`src/rtl/music_pkg.sv`:
```
`default_nettype none
// ============================================================================
// Module   : music_pkg
// Brief    : Note dividers, song ROM word layout and sequencer state encoding.
// Revision : 1.0
// ============================================================================
package music_pkg;

    localparam logic [15:0] c_note_c4  = 16'd45977;
    localparam logic [15:0] c_note_d4  = 16'd40955;
    localparam logic [15:0] c_note_e4  = 16'd36474;
    localparam logic [15:0] c_note_f4  = 16'd34383;
    localparam logic [15:0] c_note_g4  = 16'd30612;
    localparam logic [15:0] c_note_a4  = 16'd27272;
    localparam logic [15:0] c_note_as4 = 16'd25751;
    localparam logic [15:0] c_note_c5  = 16'd22944;

    localparam int c_rom_w   = 20;
    localparam int c_dur_msb = 19;
    localparam int c_dur_lsb = 16;
    localparam int c_div_msb = 15;
    localparam int c_div_lsb = 0;

    typedef enum logic [2:0] {
        ST_IDLE  = 3'd0,
        ST_FETCH = 3'd1,
        ST_LATCH = 3'd2,
        ST_PLAY  = 3'd3,
        ST_GAP   = 3'd4,
        ST_DONE  = 3'd5
    } seq_state_t;

endpackage
`default_nettype wire

```
`src/rtl/song_sequencer_if.sv`:
```
`default_nettype none
// ============================================================================
// Module   : song_sequencer_if
// Brief    : Control, song ROM and tone generator signals of the sequencer.
// Revision : 1.0
// ============================================================================
interface song_sequencer_if #(
    parameter int ADDR_W = 5
);
    logic              start;
    logic              stop;
    logic [ADDR_W-1:0] rom_addr;
    logic [19:0]       rom_data;
    logic [15:0]       tone_div;
    logic              tone_en;
    logic              busy;
    logic              done;

    // master: the sequencer itself; slave: controller, ROM and tone generator
    modport master (
        input  start, stop, rom_data,
        output rom_addr, tone_div, tone_en, busy, done
    );

    modport slave (
        output start, stop, rom_data,
        input  rom_addr, tone_div, tone_en, busy, done
    );
endinterface
`default_nettype wire

```
`src/rtl/song_sequencer_beat_timer.sv`:
```
`default_nettype none
// ============================================================================
// Module   : beat_timer
// Brief    : Loadable down-counter timing both the sounding and gap intervals.
// Revision : 1.0
// ============================================================================
module beat_timer #(
    parameter int WIDTH = 32
) (
    input  wire logic             clk,
    input  wire logic             rst,
    input  wire logic             load,
    input  wire logic [WIDTH-1:0] load_val,
    input  wire logic             dec,
    output logic                  zero
);

    logic [WIDTH-1:0] r_count;
    logic             r_zero;

    // zero is high in the cycle whose decrement brings the count to 0, so the
    // controller leaves a state of N cycles on exactly its N-th edge
    always_ff @(posedge clk or negedge rst) begin
        if (!rst) begin
            r_count <= '0;
            r_zero  <= 1'b0;
        end else if (load) begin
            r_count <= load_val;
            r_zero  <= (load_val == WIDTH'(1));
        end else if (dec && (r_count != '0)) begin
            r_count <= r_count - WIDTH'(1);
            r_zero  <= (r_count == WIDTH'(2));
        end
    end

    assign zero = r_zero;

endmodule
`default_nettype wire

```
`src/rtl/song_sequencer.sv`:
```
`default_nettype none
// ============================================================================
// Module   : song_sequencer
// Brief    : Steps song ROM notes, drives tone divider/enable with gaps.
// Revision : 1.0
// ============================================================================
module song_sequencer
    import music_pkg::*;
#(
    parameter int BEAT_CYCLES = 3000000,
    parameter int GAP_CYCLES  = 120000,
    parameter int SONG_LEN    = 26,
    parameter int ADDR_W      = 5
) (
    input  wire logic         clk,
    input  wire logic         rst,
    song_sequencer_if.master  bus
);

    localparam logic [31:0]       c_beat      = 32'(BEAT_CYCLES);
    localparam logic [31:0]       c_gap       = 32'(GAP_CYCLES);
    localparam logic [ADDR_W-1:0] c_last_addr = ADDR_W'(SONG_LEN - 1);

    seq_state_t        r_state, w_state_nxt;
    logic [ADDR_W-1:0] r_rom_addr, w_addr_nxt;
    logic [15:0]       r_tone_div, w_div_nxt;
    logic              r_tone_en, w_en_nxt;
    logic              w_load, w_dec, w_zero;
    logic [31:0]       w_load_val;
    logic [3:0]        w_dur;
    logic [15:0]       w_div;
    logic [31:0]       w_play_len;

    assign w_dur      = bus.rom_data[c_dur_msb:c_dur_lsb];
    assign w_div      = bus.rom_data[c_div_msb:c_div_lsb];
    assign w_play_len = (32'(w_dur) * c_beat) - c_gap;

    always_ff @(posedge clk or negedge rst) begin
        if (!rst) begin
            r_state    <= ST_IDLE;
            r_rom_addr <= '0;
            r_tone_div <= '0;
            r_tone_en  <= 1'b0;
        end else begin
            r_state    <= w_state_nxt;
            r_rom_addr <= w_addr_nxt;
            r_tone_div <= w_div_nxt;
            r_tone_en  <= w_en_nxt;
        end
    end

    always_comb begin
        w_state_nxt = r_state;
        w_addr_nxt  = r_rom_addr;
        w_div_nxt   = r_tone_div;
        w_en_nxt    = r_tone_en;
        w_load      = 1'b0;
        w_load_val  = w_play_len;
        w_dec       = 1'b0;

        case (r_state)
            ST_IDLE: begin
                if (bus.start && !bus.stop) begin
                    w_state_nxt = ST_FETCH;
                    w_addr_nxt  = '0;
                end
            end
            ST_FETCH: w_state_nxt = ST_LATCH;
            ST_LATCH: begin
                if (w_dur == 4'd0) begin
                    w_state_nxt = ST_DONE;
                end else begin
                    w_load      = 1'b1;
                    w_div_nxt   = w_div;
                    w_en_nxt    = (w_div != 16'd0);
                    w_state_nxt = ST_PLAY;
                end
            end
            ST_PLAY: begin
                w_dec = 1'b1;
                if (w_zero) begin
                    w_en_nxt    = 1'b0;
                    w_load      = 1'b1;
                    w_load_val  = c_gap;
                    w_state_nxt = ST_GAP;
                end
            end
            ST_GAP: begin
                w_dec = 1'b1;
                if (w_zero) begin
                    if (r_rom_addr == c_last_addr) begin
                        w_state_nxt = ST_DONE;
                    end else begin
                        w_addr_nxt  = r_rom_addr + ADDR_W'(1);
                        w_state_nxt = ST_FETCH;
                    end
                end
            end
            ST_DONE: begin
                w_addr_nxt  = '0;
                w_state_nxt = ST_IDLE;
            end
            default: w_state_nxt = ST_IDLE;
        endcase

        // an abort overrides whatever the active state decided
        if (bus.stop && (r_state != ST_IDLE)) begin
            w_state_nxt = ST_IDLE;
            w_en_nxt    = 1'b0;
            w_addr_nxt  = '0;
            w_load      = 1'b0;
            w_dec       = 1'b0;
        end
    end

    beat_timer #(
        .WIDTH (32)
    ) u_beat_timer (
        .clk      (clk),
        .rst      (rst),
        .load     (w_load),
        .load_val (w_load_val),
        .dec      (w_dec),
        .zero     (w_zero)
    );

    assign bus.rom_addr = r_rom_addr;
    assign bus.tone_div = r_tone_div;
    assign bus.tone_en  = r_tone_en;
    assign bus.busy     = (r_state != ST_IDLE);
    assign bus.done     = (r_state == ST_DONE);

endmodule
`default_nettype wire
```
`src/flat_wrapper.sv`:
```
// flat-port wrapper written by rule: the top's interface ports become plain ports
module song_sequencer_flat import music_pkg::*;
#(
    parameter int BEAT_CYCLES = 3000000,
    parameter int GAP_CYCLES  = 120000,
    parameter int SONG_LEN    = 26,
    parameter int ADDR_W      = 5
)
  (clk, rst, bus_start, bus_stop, bus_rom_data, bus_rom_addr, bus_tone_div, bus_tone_en, bus_busy, bus_done);
  song_sequencer_if #(.ADDR_W(ADDR_W)) bus_i ();
  input  wire logic clk;
  input  wire logic rst;
  input wire logic [$bits(bus_i.start)-1:0] bus_start;
  input wire logic [$bits(bus_i.stop)-1:0] bus_stop;
  input wire logic [$bits(bus_i.rom_data)-1:0] bus_rom_data;
  output wire logic [$bits(bus_i.rom_addr)-1:0] bus_rom_addr;
  output wire logic [$bits(bus_i.tone_div)-1:0] bus_tone_div;
  output wire logic [$bits(bus_i.tone_en)-1:0] bus_tone_en;
  output wire logic [$bits(bus_i.busy)-1:0] bus_busy;
  output wire logic [$bits(bus_i.done)-1:0] bus_done;
  assign bus_i.start = bus_start;
  assign bus_i.stop = bus_stop;
  assign bus_i.rom_data = bus_rom_data;
  assign bus_rom_addr = bus_i.rom_addr;
  assign bus_tone_div = bus_i.tone_div;
  assign bus_tone_en = bus_i.tone_en;
  assign bus_busy = bus_i.busy;
  assign bus_done = bus_i.done;
  song_sequencer #(.BEAT_CYCLES(BEAT_CYCLES), .GAP_CYCLES(GAP_CYCLES), .SONG_LEN(SONG_LEN), .ADDR_W(ADDR_W)) u_core (.clk(clk), .rst(rst), .bus(bus_i));
endmodule
```
`config.mk`:
```
export PLATFORM = sky130hd
export DESIGN_NAME = song_sequencer_flat
export DESIGN_NICKNAME = d
export VERILOG_FILES = /design/src/rtl/music_pkg.sv /design/src/rtl/song_sequencer_if.sv /design/src/rtl/song_sequencer_beat_timer.sv /design/src/rtl/song_sequencer.sv /design/src/flat_wrapper.sv
export SDC_FILE = /design/constraint.sdc
export NUM_CORES = 1
export LEC_CHECK = 0
export ABC_AREA = 1
export ABC_CLOCK_PERIOD_IN_PS = 4650
export BUFFER_PORTS_ARGS = -buffer_cell sky130_fd_sc_hd__buf_2
export CAP_MARGIN = 25
export CORE_MARGIN = 2
export CORE_UTILIZATION = 55
export CTS_BUF_LIST = sky130_fd_sc_hd__clkbuf_8
export DETAILED_ROUTE_END_ITERATION = 12
export PLACE_DENSITY_LB_ADDON = 0.15
export SLEW_MARGIN = 20
export SYNTH_ARGS = -nofsm -noshare
export SYNTH_HDL_FRONTEND = slang
export SYNTH_SLANG_ARGS = --single-unit
```
`constraint.sdc`:
```
create_clock -name clk -period 4.65 [get_ports clk]
set_input_delay 0.2325 -clock clk [delete_from_list [all_inputs] [get_ports clk]]
set_output_delay 0.2325 -clock clk [all_outputs]
set_load 0.02 [all_outputs]
```
==> run metrics <==
CTS max path bufs 2; Die Wd approximately 100 µm; Initial Utilization 0.562; # diodes 0; final cycle utilization of the critical path 0.704; Starting DRT DRC Count 311; # H-tree levels 3; asr flop ratio synth 1.00; mux cell area share after synthesis 0.0370; P_leak slightly below 3 nW; met3 WL post-DR ~830 µm; area of the multi-input gates 3220 µm²; Post-synth EDFFs 0; final count of pins violating max slew 0; Tightest Hold Check Type in2async; Reg area 1450 µm²; count of cells resized by post-cts repair 0; predominant post-synthesis flop cell dfrtp_1; simple-gate area share of the yosys netlist 0.335; Post-CTS Setup Bufs 0; peak supply drop 198 µV; global-route wire length before repair 21400 µm; max_slew headroom 0.499; post-synthesis register bit count 58; final setup fails 0; RR Endpoint u_core.u_beat_timer.r_count[8]$_DFFE_PN0P_; layout cells sized above 1 0.164; Final #Nets 854; DR top layer met4; clock root cell clkbuf_8; Finished Cell Area 5720 µm²; Worst Skew 17.0 ps; vias 5088; Synth Area in Compound Gates 0.127; Die ar. 10100 µm²; final WL about 13000 µm; Gate power share 0.512; Synth top area share 0.282; final instance count without filler cells 911; worst path arrival time 3510 ps; Setup CP Type in2reg; Hold Slack 32.9 ps; met2 routed WL 5960 µm; post-synthesis xor/xnor area fraction 0.0372; Die Height between 100 and 150 µm; CTS Buf Count 9; placed insts 895; Seq/Total Area, Yosys 0.282; startpoint types input port; reg2reg setup slack 1580 ps; pwr dens 532 nW/µm²; gr ovfl total 0; Psw 0.00142 W; setup TNS 0 ps; Total Routing Usage GR 0.263; initial antenna violation count 0; routability congestion estimate just over 0.9; status finished clean; Crit. Startpoint bus_rom_data[18]; R2R cell count 12; unrepaired setup endpoints after global routing false; CP Capture Type register; dpl hpwl 9910 µm; DRC violations left 0; Worst-Skew Late Latency 350 ps; vias in the first global route 4701; Critical Path Sink u_core.u_beat_timer.r_count[22]$_DFFE_PN0P_; drt wl/cell 14.2 µm; port bufs 47; number of max-cap violations 0; Cell Area, Placed ~5500 µm²; area grow syn2layout 11.3%; DRT Pass-1 Iters 5; Internal Power 0.00163 W; fin worst setup slack 1380 ps; worst-margin pin slew roughly 750 ps; Synth warnings 0; CORE AREA 9150 µm²; Seq pwr share 0.293; area leader, netlist dfrtp_1; Hold-fix buffers, CTS 0; RR Startpoint u_core.u_beat_timer.r_count[0]$_DFFE_PN0P_; Fillers 858; power share of the clock group 0.195; wire length on met1 5860 µm; Clock Sinks 58; Cells after Synth roughly 750; CTS clk-pin slew, worst paths 80 ps; Sw Share 0.465; TritonCTS clock tree done; Worst Path Max Fanout 7; synthesized cell area 5140 µm²; largest net degree at the start of global routing 59; Synth top cells by count 171 x nand2_1, 100 x inv_1, 90 x nor2_1, 58 x dfrtp_1, 52 x nand3_1; row cnt 35; largest family of logic cells by synthesized area simple AND/OR/NAND/NOR gates; Mapped Avg Cell Area 6.89 µm²; Synth Area in Adders 0.0895; dpl ws 1090 ps; post-DR vias/cell approximately 5.6; post-synthesis cell type count 50; Max Clock Freq approximately 0.3 GHz; Area contributors post-synth dfrtp_1 28%, nand2_1 12%, ha_1 7.8%; cell with the most instances after synthesis nand2_1; Final ANT Viol Nets 0; worst endpoint required time 4880 ps; min Tclk post-route 3270 ps; Net Count, Synth 806; Top Ports 48; final number of hold-violating endpoints 0
cells in the final DEF, fill, tap and decap left out, types with 4 or more instances in the layout:
cell      instances
o22ai_1           5
nand2_1         171
nand3_2           4
mux2_2           16
nand4_1           9
buf_2            47
nor4_1            7
o21bai_1          4
nor2_4            4
nor3_1           10
nand2_2           9
o21ai_0          33
inv_1           100
a31oi_1           6
nand3_1          52
clkbuf_8          9
ha_1             32
dfrtp_1          58
o21ai_1           4
a21oi_1          42
nor2_1           90
inv_2            11
nor2_2           10
xor2_1           17
registers in the layout, summed over array words and instances, names as in the netlist:
register                     cells
u_core.bus.rom_addr              5
u_core.bus.tone_div             16
u_core.r_state                   3
u_core.u_beat_timer.r_count     32
u_core.u_beat_timer.zero         1
u_core.bus.tone_en               1
power groups by stage:
stage / sequential (W) / clock (W) / combinational, W
2_1_floorplan: 0.000956 / 0 / 0.00111
3_3_place_gp: 0.000885 / 0 / 0.00151
3_5_place_dp: 0.000893 / 0 / 0.00155
4_1_cts: 0.000886 / 0.000604 / 0.00156
5_1_grt: 0.000917 / 0.000628 / 0.00176
6_report: 0.000891 / 0.000595 / 0.00156
how the worst min path moves through the flow:
stage	from	endpoint	slack, ps	cells past startpoint
floorplan	rst	u_core.bus.rom_addr[0]$_DFFE_PN0P_	-60	0
global placement	rst	u_core.bus.rom_addr[4]$_DFFE_PN0P_	420	2
detailed placement	rst	u_core.bus.rom_addr[4]$_DFFE_PN0P_	430	2
CTS	rst	u_core.bus.rom_addr[2]$_DFFE_PN0P_	70	2
global route	rst	u_core.bus.rom_addr[2]$_DFFE_PN0P_	90	2
finish	rst	u_core.bus.rom_addr[4]$_DFFE_PN0P_	30	2
kinds of logic (layout without fill, tap and decap cells):
family / Yosys count / in the layout
flops: 58 / 58
compound gates: 113 / 113
fa+ha+maj: 35 / 35
buf+inv: 123 / 176
xor+xnor: 21 / 21
simple gates: 380 / 380
mux: 17 / 17
routing by layer:
metal	global-route usage	vias to the layer above
li1	-	2543
met1	0.344	2333
met2	0.449	181
met3	0.0409	31
met4	0.0769	0
met5	0	-
area by class of cell:
cell class / instances / area share
well taps: 111 / 0.0243
flip-flops and latches: 58 / 0.254
multi-input cells: 566 / 0.563
clock inverters: 7 / 0.0219
inverters: 112 / 0.0737
repair buffers: 48 / 0.0424
clock buffers: 9 / 0.0216
worst max-delay path, stage by stage:
cell,delay [ps]
buf_2,170
inv_1,100
ha_1,360
inv_1,80
fa_1,500
inv_1,40
ha_1,350
nand2_1,130
nor2_1,270
nand3_1,190
nand2_1,130
nand2_1,50
nand2_1,110
nand3_2,120
nor2_2,220
nand2_1,110
o21ai_1,140
nand3_1,80
o21ai_1,80
inv_1,50
through the flow:
step / util / power [W]
2_1_floorplan: - / 0.00207
3_3_place_gp: 0.598 / 0.00240
3_5_place_dp: 0.598 / 0.00244
4_1_cts: 0.625 / 0.00304
5_1_grt: 0.625 / 0.00331
6_report: 0.625 / 0.00305
Note: power is estimated with default switching activity, not from simulation.
